## src/rtl/prgrom_loader_if.sv

```systemverilog
// ==== prgrom_loader_if : UART-byte input, instruction-memory write and status bundle (rev 1.0) ====
`default_nettype none

interface prgrom_loader_if #(
  parameter int ADDR_WIDTH = 14
) ();
  logic                  start;
  logic                  rx_valid;
  logic [7:0]            rx_data;
  logic                  mem_we;
  logic [ADDR_WIDTH-1:0] mem_addr;
  logic [31:0]           mem_wdata;
  logic                  cpu_hold;
  logic                  busy;
  logic                  done;
  logic                  error;
  logic [15:0]           words_written;

  // The host/UART side drives the master modport; the loader uses the slave modport.
  modport master (
    output start, rx_valid, rx_data,
    input  mem_we, mem_addr, mem_wdata, cpu_hold, busy, done, error, words_written
  );

  modport slave (
    input  start, rx_valid, rx_data,
    output mem_we, mem_addr, mem_wdata, cpu_hold, busy, done, error, words_written
  );
endinterface

`default_nettype wire

```

## src/rtl/prgrom_loader.sv

```systemverilog
// ==== prgrom_loader : loads a length-prefixed big-endian word image into instruction memory (rev 1.0) ====
`default_nettype none

module prgrom_loader #(
  parameter int ADDR_WIDTH     = 14,
  parameter int TIMEOUT_CYCLES = 1000000
) (
  input  logic           clock,
  input  logic           reset,
  prgrom_loader_if.slave bus
);

  localparam int                  c_TMO_W    = $clog2(TIMEOUT_CYCLES + 1);
  localparam logic [c_TMO_W-1:0]  c_TMO_LAST = c_TMO_W'(TIMEOUT_CYCLES - 1);
  localparam logic [16:0]         c_DEPTH    = 17'd1 << ADDR_WIDTH;

  typedef enum logic [2:0] {
    S_IDLE   = 3'd0,
    S_LEN_HI = 3'd1,
    S_LEN_LO = 3'd2,
    S_DATA   = 3'd3,
    S_DONE   = 3'd4,
    S_ERR    = 3'd5
  } state_t;

  state_t                state_q;
  logic [15:0]           len_q;
  logic [1:0]            byte_cnt_q;
  logic [23:0]           asm_q;
  logic [c_TMO_W-1:0]    tmo_q;
  logic                  mem_we_q;
  logic [ADDR_WIDTH-1:0] mem_addr_q;
  logic [31:0]           mem_wdata_q;
  logic                  cpu_hold_q;
  logic                  busy_q;
  logic                  done_q;
  logic                  error_q;
  logic [15:0]           words_written_q;

  logic [15:0]           len_d;
  logic                  tmo_hit_d;
  logic                  last_write_d;

  assign len_d        = {len_q[15:8], bus.rx_data};
  assign tmo_hit_d    = busy_q && !bus.rx_valid && (tmo_q == c_TMO_LAST);
  // words_written already counts the word being written during the mem_we cycle
  assign last_write_d = mem_we_q && (words_written_q == len_q);

  always_ff @(posedge clock) begin
    if (reset) begin
      state_q         <= S_IDLE;
      len_q           <= '0;
      byte_cnt_q      <= '0;
      asm_q           <= '0;
      tmo_q           <= '0;
      mem_we_q        <= 1'b0;
      mem_addr_q      <= '0;
      mem_wdata_q     <= '0;
      cpu_hold_q      <= 1'b0;
      busy_q          <= 1'b0;
      done_q          <= 1'b0;
      error_q         <= 1'b0;
      words_written_q <= '0;
    end else begin
      mem_we_q <= 1'b0;
      if (busy_q) begin
        tmo_q <= bus.rx_valid ? '0 : tmo_q + c_TMO_W'(1);
      end

      if (tmo_hit_d) begin
        state_q <= S_ERR;
        busy_q  <= 1'b0;
        error_q <= 1'b1;
      end else begin
        case (state_q)
          S_IDLE, S_DONE, S_ERR: begin
            if (bus.start) begin
              state_q         <= S_LEN_HI;
              cpu_hold_q      <= 1'b1;
              busy_q          <= 1'b1;
              done_q          <= 1'b0;
              error_q         <= 1'b0;
              words_written_q <= '0;
              byte_cnt_q      <= '0;
              tmo_q           <= '0;
            end
          end
          S_LEN_HI: begin
            if (bus.rx_valid) begin
              len_q[15:8] <= bus.rx_data;
              state_q     <= S_LEN_LO;
            end
          end
          S_LEN_LO: begin
            if (bus.rx_valid) begin
              len_q <= len_d;
              if (len_d == 16'd0) begin
                state_q    <= S_DONE;
                cpu_hold_q <= 1'b0;
                busy_q     <= 1'b0;
                done_q     <= 1'b1;
              end else if ({1'b0, len_d} > c_DEPTH) begin
                state_q <= S_ERR;
                busy_q  <= 1'b0;
                error_q <= 1'b1;
              end else begin
                state_q    <= S_DATA;
                byte_cnt_q <= '0;
              end
            end
          end
          S_DATA: begin
            if (last_write_d) begin
              state_q    <= S_DONE;
              cpu_hold_q <= 1'b0;
              busy_q     <= 1'b0;
              done_q     <= 1'b1;
            end else if (bus.rx_valid) begin
              byte_cnt_q <= byte_cnt_q + 2'd1;
              if (byte_cnt_q == 2'd3) begin
                mem_we_q        <= 1'b1;
                mem_wdata_q     <= {asm_q, bus.rx_data};
                mem_addr_q      <= ADDR_WIDTH'(words_written_q);
                words_written_q <= words_written_q + 16'd1;
              end else begin
                asm_q <= {asm_q[15:0], bus.rx_data};
              end
            end
          end
          default: begin
            state_q <= S_IDLE;
          end
        endcase
      end
    end
  end

  assign bus.mem_we        = mem_we_q;
  assign bus.mem_addr      = mem_addr_q;
  assign bus.mem_wdata     = mem_wdata_q;
  assign bus.cpu_hold      = cpu_hold_q;
  assign bus.busy          = busy_q;
  assign bus.done          = done_q;
  assign bus.error         = error_q;
  assign bus.words_written = words_written_q;

endmodule

`default_nettype wire

```

## src/flat_wrapper.sv

```systemverilog
// flat-port wrapper written by rule: the top's interface ports become plain ports
module prgrom_loader_flat 
#(
  parameter int ADDR_WIDTH     = 14,
  parameter int TIMEOUT_CYCLES = 1000000
)
  (clock, reset, bus_start, bus_rx_valid, bus_rx_data, bus_mem_we, bus_mem_addr, bus_mem_wdata, bus_cpu_hold, bus_busy, bus_done, bus_error, bus_words_written);
  prgrom_loader_if #(.ADDR_WIDTH(ADDR_WIDTH)) bus_i ();
  input  logic clock;
  input  logic reset;
  input wire logic [$bits(bus_i.start)-1:0] bus_start;
  input wire logic [$bits(bus_i.rx_valid)-1:0] bus_rx_valid;
  input wire logic [$bits(bus_i.rx_data)-1:0] bus_rx_data;
  output wire logic [$bits(bus_i.mem_we)-1:0] bus_mem_we;
  output wire logic [$bits(bus_i.mem_addr)-1:0] bus_mem_addr;
  output wire logic [$bits(bus_i.mem_wdata)-1:0] bus_mem_wdata;
  output wire logic [$bits(bus_i.cpu_hold)-1:0] bus_cpu_hold;
  output wire logic [$bits(bus_i.busy)-1:0] bus_busy;
  output wire logic [$bits(bus_i.done)-1:0] bus_done;
  output wire logic [$bits(bus_i.error)-1:0] bus_error;
  output wire logic [$bits(bus_i.words_written)-1:0] bus_words_written;
  assign bus_i.start = bus_start;
  assign bus_i.rx_valid = bus_rx_valid;
  assign bus_i.rx_data = bus_rx_data;
  assign bus_mem_we = bus_i.mem_we;
  assign bus_mem_addr = bus_i.mem_addr;
  assign bus_mem_wdata = bus_i.mem_wdata;
  assign bus_cpu_hold = bus_i.cpu_hold;
  assign bus_busy = bus_i.busy;
  assign bus_done = bus_i.done;
  assign bus_error = bus_i.error;
  assign bus_words_written = bus_i.words_written;
  prgrom_loader #(.ADDR_WIDTH(ADDR_WIDTH), .TIMEOUT_CYCLES(TIMEOUT_CYCLES)) u_core (.clock(clock), .reset(reset), .bus(bus_i));
endmodule
```

## config.mk

```make
export PLATFORM = sky130hd
export DESIGN_NAME = prgrom_loader_flat
export DESIGN_NICKNAME = d
export VERILOG_FILES = /design/src/rtl/prgrom_loader_if.sv /design/src/rtl/prgrom_loader.sv /design/src/flat_wrapper.sv
export SDC_FILE = /design/constraint.sdc
export NUM_CORES = 1
export LEC_CHECK = 0
export BUFFER_PORTS_ARGS = -buffer_cell sky130_fd_sc_hd__buf_2
export CAP_MARGIN = 20
export CORE_MARGIN = 2
export CORE_UTILIZATION = 60
export CTS_BUF_LIST = sky130_fd_sc_hd__clkbuf_4
export DETAILED_ROUTE_END_ITERATION = 10
export GPL_TIMING_DRIVEN = 0
export PLACE_DENSITY = 0.83
export SLEW_MARGIN = 20
export SYNTH_ARGS = -nofsm -noshare
export SYNTH_HDL_FRONTEND = slang
export SYNTH_SLANG_ARGS = --single-unit
export TNS_END_PERCENT = 1
```

## constraint.sdc

```tcl
create_clock -name clock -period 5.92 [get_ports clock]
set_input_delay 0.296 -clock clock [delete_from_list [all_inputs] [get_ports clock]]
set_output_delay 0.296 -clock clock [all_outputs]
set_load 0.02 [all_outputs]
```

* Yosys cells after proc, flatten, opt, wreduce, memory -nomap -nowiden
Cells that the tools add are included.
** Operators by class
- Bitwise logic cells :: 6
- Order comparisons :: 1
- $mul :: 0
- Equality and inequality tests :: 25
- Mux-type cells :: 47
- Reductions and logical operators :: 23
- Shifts and indexed selects :: 0
- $add $sub $neg :: 3
- Divide/modulo/power cells :: 0
** Operator list (count)
- $mux W20 :: 5
- $mux W16 :: 4
- $pmux W16 S2 :: 1
- $mux W3 :: 7
- $add A20 B1 Y20 const B :: 1
- $eq A20 B20 Y1 const B :: 1
- $reduce_and A5 Y1 :: 4
- $add A16 B1 Y16 const B :: 1
- $eq A16 B16 Y1 :: 1
- $gt A16 B15 Y1 const B :: 1
- $logic_not A16 Y1 :: 1
- $mux W1 :: 16
- $pmux W8 S2 :: 1
- $ne A2 B2 Y1 const B :: 7
- $mux W2 :: 6
- $ne A3 B2 Y1 const B :: 4
- $pmux W3 S4 :: 1
- $reduce_and A4 Y1 :: 3
- $reduce_and A6 Y1 :: 2
- $ne A3 B1 Y1 const B :: 3
- $pmux W1 S3 :: 3
- $mux W8 :: 1
- $reduce_and A8 Y1 :: 1
- $eq A3 B2 Y1 const B :: 2
- other kinds (17) :: 28
** Word-level totals
- ROM bits :: 0
- Output and inout port bits :: 67
- RAM bits :: 0
- Memories kept :: 0
- Input bits :: 12
- Register bits after elaboration :: 132
- Bits in latches :: 0

* Depth between registers and ports, before layout
- Depth in word-level cells :: 6
- Mapped depth :: 9

* Least setup slack after synthesis
No wires, ideal clock.
- Kind :: reg2reg
- From :: reg u_core.words_written_q[12], in the netlist u_core.bus.words_written[12]
- To :: reg u_core.asm_q[10]
- Path buffers :: 2
- Required time :: 5.792 ns
- Setup time :: 0.128 ns
- Arrival time :: 2.177 ns
- Stages on the path, launching flop included :: 9
- Path slack :: 3.616 ns
- Path through :: dfxtp_1 > clkbuf_1 > xnor2_1 > nand4_1 > or4_1 > o21ai_2 > buf_4 > mux2i_1 > nor2_1
** On the way
- Word-level cells in the longest chain between the ends :: 4
** Ends and longest elaborated chain
- start: declaration :: line prgrom_loader.sv:38 : logic [15:0] words_written_q;
- start signal: assignment :: line prgrom_loader.sv:124 : words_written_q <= words_written_q + 16'd1;
- $eq A16 B16 Y1 :: line prgrom_loader.sv:47 : assign last_write_d = mem_we_q && (words_written_q == len_q);
- $logic_and A1 B1 Y1 :: line prgrom_loader.sv:47
- $not A1 Y1 (no source line)
- $reduce_and A5 Y1 (no source line)
- end signal: assignment :: line prgrom_loader.sv:126 : asm_q <= {asm_q[15:0], bus.rx_data};
- end: declaration :: line prgrom_loader.sv:29 : logic [23:0] asm_q;
No other way between the ends.
A chain may end at the register's enable or synchronous reset.

* Final worst setup path
- From :: reg u_core.words_written_q[12], in the netlist u_core.bus.words_written[12]
- To :: reg u_core.mem_addr_q[13], in the netlist u_core.bus.mem_addr[13]
** On the way
- Word-level cells in the longest chain between the ends :: 4
** Ends and longest elaborated chain
- $eq A16 B16 Y1 :: line prgrom_loader.sv:47
- $logic_and A1 B1 Y1 :: line prgrom_loader.sv:47
- $not A1 Y1 (no source line)
- $reduce_and A5 Y1 (no source line)
- end signal: assignment :: line prgrom_loader.sv:123 : mem_addr_q <= ADDR_WIDTH'(words_written_q);
- end: declaration :: line prgrom_loader.sv:32 : logic [ADDR_WIDTH-1:0] mem_addr_q;
No other way between the ends.

==> key figures <==
Setup path
  • Crit end category: register
  • R2r endpoint: u_core.bus.mem_addr[13]
  • Crit start category: register
  • CP peak stage delay: 550 ps
  • Cell mode on critical path: clkbuf_1
  • Crit path DAT: 3070 ps
  • Worst-path cell chain: clkbuf_1 -> xnor2_1 -> nand4_1 -> or4_1 -> or2_2 -> clkbuf_1 -> buf_2 -> nand3_1 -> a21oi_1
  • Setup CP Type: register to register
  • Reg2reg start: u_core.bus.words_written[12]
  • Flop-to-flop setup slack: 3260 ps
  • Crit-path slowest cell: or4_1
  • Worst path required time: 6330 ps
  • FF-to-FF path depth: 9
  • Worst-path maximum fanout: 10

Clocking
  • Resized cells post-CTS: 0
  • H-tree Lvls: 4
  • Post-CTS setup buffers: 0
  • Number of buffers created by CTS: 17
  • Latest clock arrival within the worst-skew pair: 530 ps
  • Register clock-pin slew on the reported worst setup and hold paths: 120 ps
  • CTS Root Cell: clkbuf_4
  • Clock sinks: 132
  • CTS max path bufs: 2
  • Post-CTS Hold Buffers: 0
  • Clock tree from TritonCTS: built

Synthesis
  • Async set-reset flop share out of synthesis: 0
  • Sequential-to-total area share from yosys stat: 0.4481
  • Syn Area/Cell: 8.497 um2
  • Post-Synth Adder-Cell Area: 0.006365
  • Cell area after synthesis: 5897 um2
  • #FFs+latches synth: 132
  • Net Count, Synth: 709
  • Largest family of logic cells by synthesized area: simple AND/OR/NAND/NOR gates
  • Post-synthesis simple-gate area fraction: 0.2185
  • Yosys warns: 0
  • Synth Instances: 694
  • Synth cell types: 57
  • Mux contribution to synthesized area: 0.05432
  • Synth Area in XOR/XNOR: 0.03862
  • Number of flops mapped to enable cells by yosys: 0
  • Compound-gate portion of the synthesized area: 0.1886
  • Post-synth top flop: dfxtp_1

Power and ir drop
  • Sw Ratio: 0.2775
  • IR drop worst, VDD: 0.1366 mV
  • Flop pwr share: 0.573
  • Comb pwr share: 0.076
  • Internal: 1.145 mW
  • Total Power: 1.584 mW
  • Pleak: 2.539 nW
  • Clk network pwr share: 0.352
  • PD cells: 236.1 nW/um2
  • Psw: 439.6 uW

STA
  • RSZ-0062 raised after global routing: no
  • Slew HR: 0.3001
  • Final WS setup: 3258 ps
  • FMAX: 375.7 MHz
  • Final min period: 2662 ps
  • Period utilization: 0.4496
  • TNS Setup: 0 ps
  • Slew @ Worst Pin: 1042 ps
  • Fin Hold WS: 47.14 ps
  • Slew Viols, Final: 0
  • Final hold vios: 0
  • Final setup violation count: 0
  • Clock skew: 17.80 ps

Route
  • WL met3: 1.148 mm
  • Met2 wire length: 7.575 mm
  • DRC Markers: 0
  • Detailed Route Iter0 Violations: 402
  • Via density: 6.073
  • ANT nets after route: 0
  • Met1 Wirelength: 6.656 mm
  • Drt first pass iters: 5
  • Routed vias: 5,684
  • Drt total wl: 15.66 mm
  • DR top layer: met4
  • WL/cell: 16.73 um

Layout
  • Layout Cells excl Fill: 936
  • Most frequent cells in the layout: 132 x dfxtp_1, 86 x a21oi_1, 84 x buf_2
  • Core Util, Final: 0.6963
  • Layout net count: 805
  • Fillers: 800
  • Commonest non-fill, non-tap cell in the layout: dfxtp_1
  • Post-route cell area: 6711 um2
  • FF/Latch Area: 2643 um2
  • Multi-input logic area: 2992 um2
  • Layout cells sized above 1: 0.1644
  • N_diodes: 0
  • P&R area growth vs syn: 13.81%

Global route
  • GRT overflow: 0
  • Largest net degree at the start of global routing: 17
  • Vias in the first global route: 5,066
  • Gr usage total: 0.3013
  • Antenna violations before repair: 0
  • First-pass GRT wire length: 24.86 mm

Min path
  • Hold-critical path depth: 3
  • Worst hold start: bus_rx_data[1]
  • Hold WC Path Type: primary input to register
  • Worst Hold Endpoint: u_core.len_q[9]

Die
  • Die Y: 103.1 um
  • Initial Utilization: 0.6118
  • Core footprint: 9639 um2
  • Total die area: 10,640 um2
  • Die span in x: 103.1 um
  • I/O pin total: 79
  • FP Rows: 36

Placement
  • Pre-CTS setup slack: 3283 ps
  • Placed cell areas: 6454 um2
  • Placed cells: 904
  • I/O Buffers: 77
  • Post-DP HPWL: 11.28 mm
  • Routability cong.: 0.9085

Flow run
  • Max cap viols: 0

Status
  • Status: completed
## area by class of cell
cell class | instances | area share
buffer | 51 | 0.03262
clock buffer | 17 | 0.01902
clock inverter | 15 | 0.01939
inverter | 13 | 0.007271
multi-input combinational | 498 | 0.4457
sequential | 132 | 0.3937
tap | 133 | 0.02479
timing repair buffer | 77 | 0.05742
## layer usage
| metal | track usage | up-vias |
|---|---|---|
| met5 | 0 | - |
| met4 | 0.1134 | 0 |
| met3 | 0.06712 | 32 |
| met2 | 0.4920 | 241 |
| met1 | 0.3917 | 2697 |
| li1 | - | 2714 |
## cells in the mapped netlist, types with 2 or more instances
cell type / count / share of area
dfxtp_1: 132 / 0.45
a21oi_1: 86 / 0.073
nand2_1: 65 / 0.041
nand3_1: 58 / 0.049
nor2_1: 56 / 0.036
o31ai_1: 56 / 0.071
clkbuf_1: 37 / 0.024
mux2i_1: 32 / 0.054
xnor2_1: 19 / 0.028
nor3_1: 15 / 0.013
or4_1: 13 / 0.017
inv_1: 12 / 0.0076
nand4_1: 12 / 0.013
o21ai_0: 8 / 0.0068
buf_2: 7 / 0.0059
xor2_1: 7 / 0.010
nand2b_1: 6 / 0.0064
nor4_1: 6 / 0.0064
or3_1: 6 / 0.0064
nor2b_1: 5 / 0.0053
and2_1: 3 / 0.0032
and4_1: 3 / 0.0045
buf_1: 3 / 0.0019
buf_4: 3 / 0.0038
ha_1: 3 / 0.0064
o22ai_1: 3 / 0.0032
a22o_1: 2 / 0.0030
a2bb2oi_1: 2 / 0.0030
a311oi_1: 2 / 0.0030
and3_1: 2 / 0.0021
o2111ai_1: 2 / 0.0030
o21a_1: 2 / 0.0025
or2_2: 2 / 0.0021
## cells by family (layout without fill, tap and decap cells)
kind of cell    Yosys count  after routing
fa+ha+maj                 3              3
mux                      32             32
flops                   132            132
buf+inv                  64            173
xor+xnor                 26             26
simple gates            260            260
compound gates          177            177
## power groups by stage
stage	Clock, mW	Combinational (mW)	Sequential, mW
floorplan	0	0.0806	0.926
CTS	0.564	0.118	0.907
finish	0.557	0.120	0.907
detailed placement	0	0.117	0.927
global placement	0	0.112	0.926
global route	0.604	0.132	0.908
## worst max-delay path by stage
stage	from	end	slack (ps)
after global placement	u_core.bus.words_written[12]	u_core.bus.mem_wdata[8]	3320
final	u_core.bus.words_written[12]	u_core.bus.mem_addr[13]	3260
after CTS	u_core.bus.words_written[12]	u_core.bus.mem_wdata[9]	3290
after global routing	u_core.state_q[2]	u_core.tmo_q[19]	3070
after detailed placement	u_core.bus.words_written[12]	u_core.bus.mem_wdata[3]	3280
after floorplan	u_core.bus.words_written[12]	u_core.asm_q[10]	3620
## worst max-delay path: cells and delay by family (launching register included)
| family | cells | cell delay, ps |
|---|---|---|
| and+or+nand+nor | 4 | 1090 |
| buffers and inverters | 3 | 860 |
| xor gates and xnor gates | 1 | 180 |
| AOI/OAI and AO/OA | 1 | 80 |
| DFF | 1 | 340 |
## state kept, by name, indices dropped and copies added, names as in the netlist, 2 cells and up
| signal | flops |
|---|---|
| u_core.asm_q | 24 |
| u_core.len_q | 16 |
| u_core.state_q | 3 |
| u_core.bus.mem_addr | 14 |
| u_core.bus.words_written | 16 |
| u_core.bus.mem_wdata | 32 |
| u_core.tmo_q | 20 |
| u_core.byte_cnt_q | 2 |
Note: power is estimated with default switching activity, not from simulation.
